**src/rtl/shift_reg_sequencer_pkg.sv**
```systemverilog
// Shared types and defaults for the two-requester shift-register sequencer.
package shift_reg_sequencer_pkg;

    localparam int unsigned DEFAULT_WIDTH = 8;

    typedef enum logic [1:0] {
        IDLE  = 2'd0,
        SHIFT = 2'd1,
        DONE  = 2'd2
    } seq_state_t;

endpackage

```
**src/rtl/shift_reg_en.sv**
```systemverilog
// Right-shifting register with enable: SID enters at the MSB, the LSB falls off.
module shift_reg_en
    import shift_reg_sequencer_pkg::*;
#(
    parameter int unsigned WIDTH = DEFAULT_WIDTH
) (
    input  logic             Clk,
    input  logic             Rst,
    input  logic             SID,
    input  logic             ShiftEn,
    output logic [WIDTH-1:0] Q
);

    always_ff @(posedge Clk) begin
        if (Rst) begin
            Q <= '0;
        end else if (ShiftEn) begin
            Q <= {SID, Q[WIDTH-1:1]};
        end
    end

endmodule

```
**src/rtl/shift_reg_sequencer.sv**
```systemverilog
// Round-robin arbitration between two requesters; the granted word is
// serialised LSB first into shift_reg_en, followed by a one-cycle Done pulse.
module shift_reg_sequencer
    import shift_reg_sequencer_pkg::*;
#(
    parameter int unsigned WIDTH = DEFAULT_WIDTH,
    parameter int unsigned CNT_W = 3
) (
    input  logic             Clk,
    input  logic             Rst,
    input  logic             Req0,
    input  logic [WIDTH-1:0] Data0,
    output logic             Gnt0,
    input  logic             Req1,
    input  logic [WIDTH-1:0] Data1,
    output logic             Gnt1,
    output logic             SID,
    output logic             ShiftEn,
    output logic [WIDTH-1:0] Q,
    output logic             Busy,
    output logic             Done,
    output logic             Owner
);

    localparam logic [CNT_W-1:0] LAST_CNT = CNT_W'(WIDTH - 1);

    seq_state_t       state_q, state_d;
    logic [WIDTH-1:0] hold_q;
    logic [CNT_W-1:0] cnt_q;
    logic             owner_q;
    logic             prio_q;   // 1 = requester 1 wins a tie

    // Outputs are gated by Rst so nothing is granted or shifted in a reset cycle.
    always_comb begin
        state_d = state_q;
        Gnt0    = 1'b0;
        Gnt1    = 1'b0;
        ShiftEn = 1'b0;
        SID     = 1'b0;
        Done    = 1'b0;
        Busy    = 1'b0;
        if (!Rst) begin
            case (state_q)
                IDLE: begin
                    Gnt0 = Req0 && (!Req1 || !prio_q);
                    Gnt1 = Req1 && (!Req0 ||  prio_q);
                    if (Gnt0 || Gnt1) begin
                        state_d = SHIFT;
                    end
                end
                SHIFT: begin
                    Busy    = 1'b1;
                    ShiftEn = 1'b1;
                    SID     = hold_q[cnt_q];
                    if (cnt_q == LAST_CNT) begin
                        state_d = DONE;
                    end
                end
                DONE: begin
                    Busy    = 1'b1;
                    Done    = 1'b1;
                    state_d = IDLE;
                end
                default: state_d = IDLE;
            endcase
        end
    end

    always_ff @(posedge Clk) begin
        if (Rst) begin
            state_q <= IDLE;
            hold_q  <= '0;
            cnt_q   <= '0;
            owner_q <= 1'b0;
            prio_q  <= 1'b0;
        end else begin
            state_q <= state_d;
            if (Gnt0 || Gnt1) begin
                hold_q  <= Gnt1 ? Data1 : Data0;
                owner_q <= Gnt1;
                prio_q  <= Gnt0;
                cnt_q   <= '0;
            end else if (ShiftEn) begin
                cnt_q <= cnt_q + CNT_W'(1);
            end
        end
    end

    assign Owner = owner_q;

    shift_reg_en #(
        .WIDTH (WIDTH)
    ) u_shift_reg (
        .Clk     (Clk),
        .Rst     (Rst),
        .SID     (SID),
        .ShiftEn (ShiftEn),
        .Q       (Q)
    );

endmodule

```
**config.mk**
```make
export PLATFORM = sky130hd
export DESIGN_NAME = shift_reg_sequencer
export DESIGN_NICKNAME = d
export VERILOG_FILES = /design/src/rtl/shift_reg_sequencer_pkg.sv /design/src/rtl/shift_reg_en.sv /design/src/rtl/shift_reg_sequencer.sv
export SDC_FILE = /design/constraint.sdc
export NUM_CORES = 1
export LEC_CHECK = 0
export ABC_CLOCK_PERIOD_IN_PS = 2100
export CORE_MARGIN = 2
export CORE_UTILIZATION = 35
export DETAILED_ROUTE_END_ITERATION = 10
export GPL_ROUTABILITY_DRIVEN = 1
export PLACE_DENSITY = 0.65
export SLEW_MARGIN = 0
export SYNTH_ARGS = -nofsm -noshare
export SYNTH_HDL_FRONTEND = slang
export SYNTH_SLANG_ARGS = --single-unit
export TNS_END_PERCENT = 100
```
**constraint.sdc**
```tcl
create_clock -name Clk -period 2.1 [get_ports Clk]
set_clock_uncertainty 0.15 [all_clocks]
set_input_delay 0.525 -clock Clk [delete_from_list [all_inputs] [get_ports Clk]]
set_output_delay 0.525 -clock Clk [all_outputs]
set_load 0.005 [all_outputs]
```
## Yosys cells after proc, flatten, opt, wreduce, memory -nomap -nowiden

Index checks and enable logic that the tools add are counted.

| cells by class | value |
|---|---|
| add/sub/neg operators | 1 |
| $lt $le $gt $ge | 1 |
| equal/unequal tests | 5 |
| muxes and demuxes | 18 |
| reduce and logical (&&, ||, !) cells | 13 |

Operator list:

| cell | count |
|---|---|
| 1-bit 2-to-1 mux | 13 |
| 8-bit 2-to-1 mux | 1 |
| 1-bit logical OR | 4 |
| 3-bit by 4-bit < comparator with 1-bit output (second input constant) | 1 |
| 2-bit 2-to-1 mux | 2 |
| 2-bit != test (second input constant) | 2 |
| 2-bit one-hot mux with 2 select lines | 1 |
| 2-bit OR reduction | 2 |
| 3-bit by 1-bit adder with 3-bit output (second input constant) | 1 |
| 1-bit binary-select mux with 3-bit select | 1 |
| 3-bit equality test (second input constant) | 1 |
| 1-bit logical NOT | 3 |
| 2-bit by 1-bit equality test with 1-bit output (second input constant) | 1 |
| 2-bit equality test (second input constant) | 1 |
| 1-bit logical AND | 2 |
| 2-bit logical NOT | 1 |
| 2-bit AND reduction | 1 |

| word-level totals | value |
|---|---|
| register bits after elaboration | 23 |
| input port bits | 20 |
| output and inout port bits | 15 |

## Depth between registers and ports, before layout

| depth | value |
|---|---|
| word-level depth | 7 |
| depth in mapped cells | 7 |
| gate-level depth less buffers | 6 |

## Hierarchy

Synthesis repeated with hierarchy kept, for this count alone.

| second synthesis, totals | value |
|---|---|
| cell total of the unflattened synthesis | 111 |
| area total of the unflattened synthesis | 1129.8 µm² |

Modules (own cells, without submodules):

| module | instances | cells an instance | area an instance (µm²) | sequential area each (µm²) |
|---|---|---|---|---|
| shift_reg_sequencer | 1 | 85 | 844.6 | 300.3 |
| shift_reg_en | 1 | 26 | 285.3 | 160.2 |

## Worst setup path before layout

No wires, ideal clock.

| path | value |
|---|---|
| kind | reg-to-output |
| start point | register state_q[1] |
| end point | output SID |
| arrival | 1117 ps |
| path slack | 308 ps |
| cell stages (with the launch flop) | 6 |
| buffers on the path | 2 |
| path through | dfxtp_1 inv_1 ha_1 buf_2 buf_2 nor3b_1 |

| on the way | value |
|---|---|
| word-level cells in the longest chain between the ends | 3 |

Ends and longest elaborated chain:

| item | line | source |
|---|---|---|
| start: declaration | shift_reg_sequencer.sv:27 | `seq_state_t state_q, state_d;` |
| start signal: assignment | shift_reg_sequencer.sv:77 | `state_q <= state_d;` |
| 2-bit by 1-bit equality test with 1-bit output | shift_reg_sequencer.sv:43 | `case (state_q)` |
| 1-bit 2-to-1 mux | shift_reg_sequencer.sv:43 |  |
| 1-bit 2-to-1 mux | shift_reg_sequencer.sv:42 | `if (!Rst) begin` |
| end: declaration | shift_reg_sequencer.sv:17 | `output logic SID,` |

No other way between the ends.

## Final worst setup path

| path | value |
|---|---|
| start point | register cnt_q[1] |
| end point | output SID |

| on the way | value |
|---|---|
| word-level cells in the longest chain between the ends | 4 |

Ends and longest elaborated chain:

| item | line | source |
|---|---|---|
| start: declaration | shift_reg_sequencer.sv:29 | `logic [CNT_W-1:0] cnt_q;` |
| start signal: assignment | shift_reg_sequencer.sv:84 | `cnt_q <= cnt_q + CNT_W'(1);` |
| 1-bit binary-select mux with 3-bit select | shift_reg_sequencer.sv:54 | `SID = hold_q[cnt_q];` |
| 1-bit 2-to-1 mux (implied by the code) | shift_reg_sequencer.sv:54 |  |
| 1-bit 2-to-1 mux | shift_reg_sequencer.sv:43 |  |
| 1-bit 2-to-1 mux | shift_reg_sequencer.sv:42 |  |

No other way between the ends. The select of a mux whose other input is x is not followed.

==> impl_metrics.json <==
{
  "swShare": 0.278,
  "die_area_sq_um": 3800,
  "syn_inst": 117,
  "setup_viol": 1,
  "cp_slowest_stage_delay_ns": 0.39,
  "htreeDepth": 1,
  "yosysMostFrequentCell": "mux2i_1",
  "nFillCells": 304,
  "slew_headroom": 0.838,
  "cts_sinks": 23,
  "overflow": 0,
  "synthToLayoutAreaGrowth_pct": 45.8,
  "layout-drive-gt1-share": 0.229,
  "r2r_setup_slack_ns": 0.40,
  "p_clk_frac": 0.207,
  "hold_viol": 0,
  "fin_ws_ns": -0.000987,
  "max_freq_mhz": 476,
  "grt_util_met1": 0.167,
  "syn_area_sq_um": 1160,
  "clk_path_buf_depth": 2,
  "use_met3": 0.0147,
  "whs_ns": 0.316,
  "cts_tree": "yes",
  "wirelength_mm": 2.42,
  "rsz0062_at_grt": "yes",
  "worstPathCellList": "mux2i_1 -> nand3b_1 -> nand4_1 -> nor3b_2 -> buf_2",
  "grt_pass1_vias": 1011,
  "num_vias": 981,
  "synth_flop_cell": "dfxtp_1",
  "tightestPinTransition_ns": 0.242,
  "first_iter_violations": 17,
  "ys_seq_area_frac": 0.396,
  "peakVddDrop_mv": 0.288,
  "grt_pass1_wl_mm": 4.10,
  "path_max_fanout": 5,
  "yosys_warnings": 0,
  "vias_per_cell": 4.67,
  "synth.distinct_cells": 24,
  "design.core.area_sq_um": 3100,
  "die_h_um": 61.7,
  "antenna_found_initial": 0,
  "gp_congestion": 0.769,
  "met2_usage": 0.247,
  "synth_fp_nets": 142,
  "cts-hold-fix-buffers": 0,
  "power_density_nw_per_um2": 587,
  "p_comb_frac": 0.294,
  "syn_area_per_cell_sq_um": 9.95,
  "synth_top_area_frac": 0.396,
  "cap_violations": 0,
  "grt.total_usage": 0.146,
  "synth_common_cells": "29 x mux2i_1, 23 x dfxtp_1, 11 x nand2b_1, 11 x nor2_1, 6 x buf_2",
  "n_antenna_cell": 0,
  "path_class": "register to output port",
  "grt_max_degree": 14,
  "hpwlAfterDp_mm": 1.91,
  "multiInputGateArea_sq_um": 671,
  "clk_latency_ns": 0.31,
  "cts.reportedPaths.clkPinSlew_ns": 0.12,
  "rows": 20,
  "period_share": 1.00,
  "synth-async-reset-ratio": 0,
  "cts_root_buf": "clkbuf_4",
  "cp.required_ns": 1.42,
  "synth_seq_cells": 23,
  "cp-end-kind": "output port",
  "initial_core_util": 0.375,
  "min_period_ns": 2.10,
  "cts_made_buffers": 3,
  "regArea_sq_um": 467,
  "cellLeakagePower_nw": 0.693,
  "die_w_um": 61.7,
  "cp.arrival_ns": 1.43,
  "synth-edff-count": 0,
  "ys_top_cells_by_area": "dfxtp_1 40%, mux2i_1 25%, nand2b_1 5.9%",
  "wl_per_cell_um": 11.5,
  "synth_area_leader_cell": "dfxtp_1",
  "power.internal_w": 0.000719,
  "cp_slowest_cell": "dfxtp_4",
  "fin_nets": 192,
  "fin_tns_setup_ns": -0.000987,
  "min_path_type": "register to register",
  "p_seq_frac": 0.499,
  "portBuffers": 34,
  "drtPass1Iterations": 4,
  "p_sw_w": 0.000277,
  "drc": 0,
  "grt-busiest-layer": "met2",
  "violations": "setup timing",
  "boundaryPins": 35,
  "drtAntennaViolNets": 0,
  "slew_viol_final": 0,
  "status": "complete, but fails checks",
  "start_kind": "register"
}
[metal layers]
metal  vias to the layer above  wire length, um
li1                        497                -
met1                       454             1070
met2                        23             1170
met3                         7               91
met4                         0               82
met5                         -                0
[power by group through the flow]
stage	sequential (W)	clock [W]	combinational, W
floorplan	0.000502	0	0.000160
global placement	0.000506	0	0.000274
detailed placement	0.000508	0	0.000279
CTS	0.000497	0.000220	0.000293
global route	0.000503	0.000234	0.000320
finish	0.000497	0.000206	0.000293
[logic make-up (layout without fill, tap and decap cells)]
group                      count (synthesis)  after routing  share of synthesized area
muxes                                     29             29                      0.249
adders and majority gates                  5              5                     0.0538
buffers and inverters                     11             60                     0.0591
AOI/OAI and AO/OA                          8              8                     0.0430
DFF                                       23             23                      0.396
and+or+nand+nor                           40             40                      0.191
xor gates and xnor gates                   1              1                    0.00753
[path summary, 6_finish.rpt]
kind         cells after the start                endpoint               startpoint
max                              5                     SID    cnt_q[1]$_SDFFE_PP0P_
min                              1      Owner$_SDFFE_PP0P_       Owner$_SDFFE_PP0P_
max reg2reg                      7  hold_q[7]$_SDFFE_PP0P_  state_q[1]$_SDFFE_PP0P_
min reg2reg                      1      Owner$_SDFFE_PP0P_       Owner$_SDFFE_PP0P_
[critical path: cells and delay by family, from the launching register on]
family | cells | cell delay [ns]
buffers and inverters | 1 | 0.13
and+or+nand+nor | 3 | 0.46
muxes | 1 | 0.12
DFF | 1 | 0.39
[metrics by stage]
step	power, W	instance area, sq um	setup slack (ns)	instances	utilization
finish	0.000996	1700	-0.000987	210	0.547
floorplan	0.000662	1160	0.308	117	-
global route	0.00106	1700	-0.114	210	0.547
CTS	0.00101	1690	-0.116	210	0.544
global placement	0.000780	1630	-0.464	204	0.525
detailed placement	0.000786	1630	-0.497	204	0.525
[repair_timing]
item | 4_1_cts | 5_1_grt
gates resized for setup | 28 | 5
endpoints found under the setup margin | 6 | 4
pin swaps | 3 | 2
buffers inserted | 2 | 0
gates cloned | 0 | 0
[cell usage in the layout, fill, tap and decap left out, types with 3 or more instances in the layout]
cell type and count:
dfxtp_1 20, buf_4 18, clkdlybuf4s50_1 25, dlygate4sd2_1 5
nand2b_1 11, buf_2 3, nand2_1 3, clkbuf_4 3
nor3_1 4, ha_1 3, nor2_1 11, mux2i_1 29
a21oi_1 3
[area by class of cell]
type / count / area share
multi-input combinational: 83 / 0.395
sequential: 23 / 0.275
timing repair buffer: 53 / 0.274
tap: 44 / 0.0324
clock buffer: 3 / 0.0133
inverter: 3 / 0.00664
clock inverter: 1 / 0.00295
[flip-flops by register name, indices dropped and copies added, names as in the netlist]
| signal | cells |
|---|---|
| u_shift_reg.Q | 8 |
| hold_q | 8 |
| Owner | 1 |
| prio_q | 1 |
| cnt_q | 3 |
| state_q | 2 |
Power figures use the tool's default switching activity.
